===== src/rtl/mem_port_arbiter.sv =====
// Round-robin arbiter sharing one fixed-latency, single-ported memory between
// the fetch port and the data port. One access is in flight at a time.
module mem_port_arbiter #(
  parameter int unsigned ADDR_W  = 32,
  parameter int unsigned DATA_W  = 32,
  parameter int unsigned MEM_LAT = 2
) (
  input  logic              CLK,
  input  logic              RST,
  input  logic              if_req,
  input  logic [ADDR_W-1:0] if_addr,
  output logic              if_gnt,
  output logic              if_rvalid,
  output logic [DATA_W-1:0] if_rdata,
  input  logic              d_req,
  input  logic              d_we,
  input  logic [ADDR_W-1:0] d_addr,
  input  logic [DATA_W-1:0] d_wdata,
  output logic              d_gnt,
  output logic              d_rvalid,
  output logic [DATA_W-1:0] d_rdata,
  output logic              mem_en,
  output logic              mem_we,
  output logic [ADDR_W-1:0] mem_addr,
  output logic [DATA_W-1:0] mem_wdata,
  input  logic [DATA_W-1:0] mem_rdata
);

  typedef enum logic [1:0] {IDLE, ISSUE, WAIT, RESP} state_t;

  state_t            state;
  state_t            state_nxt;
  logic              owner;     // 0 = fetch, 1 = data
  logic              last_gnt;  // 0 = fetch, 1 = data
  logic              we_r;
  logic [ADDR_W-1:0] addr_r;
  logic [DATA_W-1:0] wdata_r;
  logic [3:0]        cnt;
  logic              pick_d;
  logic              accept;

  // On a tie the port that did not win last time is chosen.
  always_comb begin
    pick_d = d_req && (!if_req || !last_gnt);
    accept = (state == IDLE) && (if_req || d_req);
  end

  always_ff @(posedge CLK) begin
    if (RST) state <= IDLE;
    else     state <= state_nxt;
  end

  always_comb begin
    state_nxt = state;
    case (state)
      IDLE:    if (accept) state_nxt = ISSUE;
      ISSUE:   state_nxt = we_r ? IDLE : WAIT;
      WAIT:    if (cnt == 4'd1) state_nxt = RESP;
      RESP:    state_nxt = IDLE;
      default: state_nxt = IDLE;
    endcase
  end

  always_comb begin
    mem_en    = 1'b0;
    mem_we    = 1'b0;
    if_gnt    = 1'b0;
    d_gnt     = 1'b0;
    if_rvalid = 1'b0;
    d_rvalid  = 1'b0;
    case (state)
      ISSUE: begin
        mem_en = 1'b1;
        mem_we = we_r;
        if_gnt = !owner;
        d_gnt  = owner;
      end
      RESP: begin
        if_rvalid = !owner;
        d_rvalid  = owner;
      end
      default: ;
    endcase
  end

  assign mem_addr  = addr_r;
  assign mem_wdata = wdata_r;

  always_ff @(posedge CLK) begin
    if (RST) begin
      owner    <= 1'b0;
      last_gnt <= 1'b1;
      we_r     <= 1'b0;
      addr_r   <= '0;
      wdata_r  <= '0;
      cnt      <= '0;
      if_rdata <= '0;
      d_rdata  <= '0;
    end else begin
      if (accept) begin
        owner    <= pick_d;
        last_gnt <= pick_d;
        we_r     <= pick_d && d_we;
        addr_r   <= pick_d ? d_addr : if_addr;
        wdata_r  <= pick_d ? d_wdata : '0;
      end
      if (state == ISSUE)     cnt <= 4'(MEM_LAT);
      else if (state == WAIT) cnt <= cnt - 4'd1;
      // Read data is valid in the last WAIT cycle; only the owner's register moves.
      if (state == WAIT && cnt == 4'd1) begin
        if (owner) d_rdata  <= mem_rdata;
        else       if_rdata <= mem_rdata;
      end
    end
  end

endmodule


===== config.mk =====
export PLATFORM = sky130hd
export DESIGN_NAME = mem_port_arbiter
export DESIGN_NICKNAME = d
export VERILOG_FILES = /design/src/rtl/mem_port_arbiter.sv
export SDC_FILE = /design/constraint.sdc
export NUM_CORES = 1
export LEC_CHECK = 0
export ABC_CLOCK_PERIOD_IN_PS = 3500
export CAP_MARGIN = 20
export CORE_ASPECT_RATIO = 1.25
export CORE_MARGIN = 10
export CORE_UTILIZATION = 44
export DETAILED_ROUTE_END_ITERATION = 6
export PLACE_DENSITY = 0.86
export REMOVE_ABC_BUFFERS = 1
export SETUP_SLACK_MARGIN = 0.15
export SLEW_MARGIN = 20
export SYNTH_ARGS = -nofsm -noshare
export SYNTH_HDL_FRONTEND = slang
export SYNTH_SLANG_ARGS = --single-unit

===== constraint.sdc =====
create_clock -name CLK -period 3.5 [get_ports CLK]
set_input_delay 0.7 -clock CLK [delete_from_list [all_inputs] [get_ports CLK]]
set_output_delay 0.7 -clock CLK [all_outputs]
set_load 0.05 [all_outputs]

Word level (Yosys, flattened, before mapping)

Cells that the tools add are included.

Bits in registers: 137
Latch bits: 0
Memory bits (writable): 0
Bits in read-only memories: 0
Output and inout bits: 134
Logic and storage cells: 47
Memories: 0

Add/sub/neg operators: 1
Multipliers: 0
Div/mod/pow operators: 0
Magnitude comparators: 0
Equal/unequal tests: 6
Shift operators: 0
Multiplexer cells: 14
Bitwise operators: 1
Reduce and logical (&&, ||, !) cells: 15

Operator list:

| kind                                                                | number |
|---|---|
| 32-bit 2-to-1 mux                                                   | 2 |
| 2-bit 2-to-1 mux                                                    | 5 |
| 2-bit one-hot mux with 4 select lines                               | 1 |
| 1-bit 2-to-1 mux                                                    | 6 |
| 2-bit AND reduction                                                 | 3 |
| 2-bit == test (second input constant)                               | 2 |
| 4-bit by 1-bit == test with 1-bit output (second input constant)    | 1 |
| 1-bit logical AND                                                   | 4 |
| 2-bit inequality test (second input constant)                       | 2 |
| 4-bit by 1-bit subtractor with 4-bit output (second input constant) | 1 |
| 1-bit logical NOT                                                   | 3 |
| 2-bit by 1-bit == test with 1-bit output (second input constant)    | 1 |
| 2-bit logical NOT                                                   | 1 |
| 1-bit logical OR                                                    | 2 |
| 2-bit nonzero test                                                  | 1 |
| 2-bit OR reduction                                                  | 1 |
| 1-bit NOT                                                           | 1 |

Longest topological paths before layout

Depth after elaboration: 4
Gate-level depth with buffers: 7
Gate-level depth less buffers: 5

Worst setup path before layout

OpenSTA, ideal clock, no wires.

Path type: reg-to-output
From: reg with a tool-made name
To: out if_gnt
Arrival time: 1.761 ns
Data required time: 2.800 ns
Path slack: 1.039 ns
Stages on the path, launching flop included: 4
Cells stage by stage: dfxtp_1 inv_1 ha_1 nor2b_1

RTL lines:

| what          | RTL line | text |
|---|---|---|
| end, declared | 12       | `output logic if_gnt,` |

==> flow_summary.json <==
{
  "nFillCells": 911,
  "netlist_area_um2": 5490,
  "synthXorXnorAreaFrac": 0.00479,
  "antenna_found_initial": 1,
  "dp_slack_ns": 0.919,
  "grt.met1_usage": 0.237,
  "h-tree-depth": 4,
  "path_clk_slew_ns": 0.06,
  "area_growth_pct": 59.8,
  "dr.pass1.iters": 5,
  "coreArea_um2": 12200,
  "dieArea_um2": 17400,
  "dpl_cell_area_um2": 8160,
  "crit_buf_inv": 2,
  "initial_core_util": 0.451,
  "io_pins": 267,
  "cp_slowest_cell": "clkdlybuf4s50_1",
  "p_seq_frac": 0.365,
  "crit_family": "buffers and inverters",
  "required_ns": 2.80,
  "cp_slowest_stage_delay_ns": 0.81,
  "synthTopCellsByArea": "dfxtp_1 50%, a21oi_1 6.1%, nand3_1 5.8%",
  "drv_slew": 0,
  "switching_power_mw": 1.56,
  "use_met2": 0.356,
  "arrival_ns": 2.20,
  "cts_num_sinks": 137,
  "ys_ff_latch": 137,
  "first_global_vias": 5561,
  "die_h_um": 145,
  "setup_viol_count_final": 0,
  "grt_util_met3": 0.0911,
  "syn-instance-count": 640,
  "cts-buffers-inserted": 17,
  "grt_setup_unrepaired": "no",
  "die_width_um": 120,
  "swShare": 0.328,
  "min_path_type": "register to register",
  "endpoint_kind": "output port",
  "design_area_um2": 8770,
  "dr.first_iter.drc_count": 647,
  "clockRootBuffer": "clkbuf_16",
  "top_usage_layer": "met2",
  "synth_mux_area_frac": 0.00182,
  "grt_usage": 0.213,
  "maxCapViolCount": 0,
  "tightest_slew_ns": 1.01,
  "holdBufCountCts": 0,
  "peakVddDrop_mv": 0.304,
  "power.density_nw_per_um2": 541,
  "ys.warnings.count": 0,
  "pwr-share-clk": 0.383,
  "layout.nets": 1008,
  "wire_per_inst_um": 18.6,
  "routed_wl_mm": 19.4,
  "relSlewSlack": 0.326,
  "ff_latch_area_um2": 2740,
  "grt_max_degree": 67,
  "yosysTopAreaCell": "dfxtp_1",
  "ys_types": 34,
  "synth_compound_area_frac": 0.242,
  "p_leak_nw": 3.06,
  "worst_setup_path_start_kind": "register",
  "synth-simple-area-share": 0.170,
  "synth_fa_ha_area_frac": 0.0160,
  "grt_pass1_wl_mm": 29.8,
  "rows": 45,
  "ctsResizeCount": 0,
  "avgSynthCellArea_um2": 8.58,
  "place.gp.congestion": 0.791,
  "num_vias": 5735,
  "route.antenna.remaining_nets": 0,
  "finalWorstSetupSlack_ns": 0.599,
  "final_cells": 1047,
  "path_max_fanout": 9,
  "drt-vias-per-instance": 5.48,
  "layout-drive-gt1-share": 0.0681,
  "cts.path.max_buffers": 2,
  "finalHoldViolCount": 0,
  "grt_remaining_overflow": 0,
  "fmax_mhz": 345,
  "synth_top_family_by_area": "compound AO/OA/AOI/OAI gates",
  "seq_area_frac_synth": 0.500,
  "port_buffers": 266,
  "fin_crit_sh": 0.829,
  "hold_slack_ns": 0.473,
  "dp_hpwl_mm": 13.6,
  "post_cts_buffers": 0,
  "crit_chain": "inv_1, ha_1, and2_1, clkdlybuf4s50_1",
  "skew_ns": 0.0107,
  "period_minus_slack_ns": 2.90,
  "multiInputGateArea_um2": 2430,
  "crit_type": "register to output port",
  "synth_top_area_share": 0.500,
  "internal-power_mw": 3.19,
  "status": "finished clean",
  "tritoncts": "yes",
  "post-route-util": 0.721,
  "combPwrFrac": 0.252,
  "clk_latency_ns": 0.41,
  "post-place-cells": 1013,
  "route.detailed.drc": 0
}
-- routing by layer --
layer | vias to the layer above | routed length, µm
met2 | 262 | 9680
li1 | 2754 | -
met3 | 26 | 1890
met4 | 0 | 388
met5 | - | 0
met1 | 2693 | 7490
-- worst register-to-register path, cell delays in order (launching register included) --
cell,delay [ns]
dfxtp_1,0.35
inv_1,0.13
ha_1,0.55
o21a_2,0.23
buf_4,0.51
nor2_1,0.15
a311oi_1,0.27
-- final timing paths --
kind,from,to,slack [ns],cells after the start
worst max-delay path,register,mem_we,0.60,4
worst min-delay path,d_rdata[31],d_rdata[31],0.47,2
worst max register to register,state[0],mem_addr[24],1.21,6
worst min register to register,d_rdata[31],d_rdata[31],0.47,2
-- area by class of cell --
cell class	instances	share of cell area
clock inverters	14	0.0184
clock buffers	18	0.0501
repair buffers	276	0.315
diodes	2	0.000571
well taps	164	0.0234
flip-flops and latches	137	0.313
inverters	7	0.00300
multi-input cells	429	0.277
-- kinds of logic (layout without fill, tap and decap cells) --
family	count (synthesis)	count (layout)
AOI/OAI and AO/OA	204	204
muxes	1	1
xor gates and xnor gates	3	3
DFF	137	137
adders and majority gates	7	7
buffers and inverters	74	315
and+or+nand+nor	214	214
other	0	2
-- per-stage QoR --
step / setup TNS (ns) / total power [mW]
detailed placement: 0 / 2.96
global route: 0 / 4.93
floorplan: -137.65 / 2.44
finish: 0 / 4.75
global placement: 0 / 2.94
CTS: 0 / 4.77
-- layout by cell type (no fill, tap or decap), drive strengths merged, types with 3 or more instances in the layout --
| master | count |
|---|---|
| clkdlybuf4s50 | 265 |
| dfxtp | 137 |
| nand2 | 68 |
| a21oi | 67 |
| nor2 | 67 |
| o21ai | 66 |
| nand3 | 64 |
| a32oi | 33 |
| a311oi | 32 |
| clkbuf | 18 |
| inv | 12 |
| buf | 11 |
| ha | 7 |
| clkinv | 5 |
| and2 | 3 |
| nor3 | 3 |
-- cells in the mapped netlist, drive strengths merged --
master / instances
dfxtp: 137
nand2: 68
a21oi: 67
nor2: 67
o21ai: 66
nand3: 64
clkbuf: 34
a32oi: 33
buf: 33
a311oi: 32
ha: 7
inv: 7
and2: 3
nor3: 3
a211oi: 2
nor2b: 2
or3b: 2
xnor2: 2
a21bo: 1
a21boi: 1
mux2i: 1
nand2b: 1
nand4bb: 1
nor3b: 1
nor4b: 1
nor4bb: 1
o211ai: 1
o21a: 1
xor2: 1
-- state kept, by name, summed over array words and instances, names as in the netlist, named ones only --
register,count
mem_addr,32
owner,1
d_rdata,32
state,1
last_gnt,1
cnt,4
we_r,1
if_rdata,32
mem_wdata,32
-- power groups by stage --
| stage | clock, mW | combinational [mW] | sequential [mW] |
|---|---|---|---|
| after global placement | 0 | 1.19 | 1.76 |
| after global routing | 1.91 | 1.27 | 1.75 |
| after CTS | 1.84 | 1.20 | 1.73 |
| after floorplan | 0 | 0.351 | 2.09 |
| after detailed placement | 0 | 1.20 | 1.76 |
| final | 1.82 | 1.20 | 1.73 |
(Power assumes the default switching activity.)
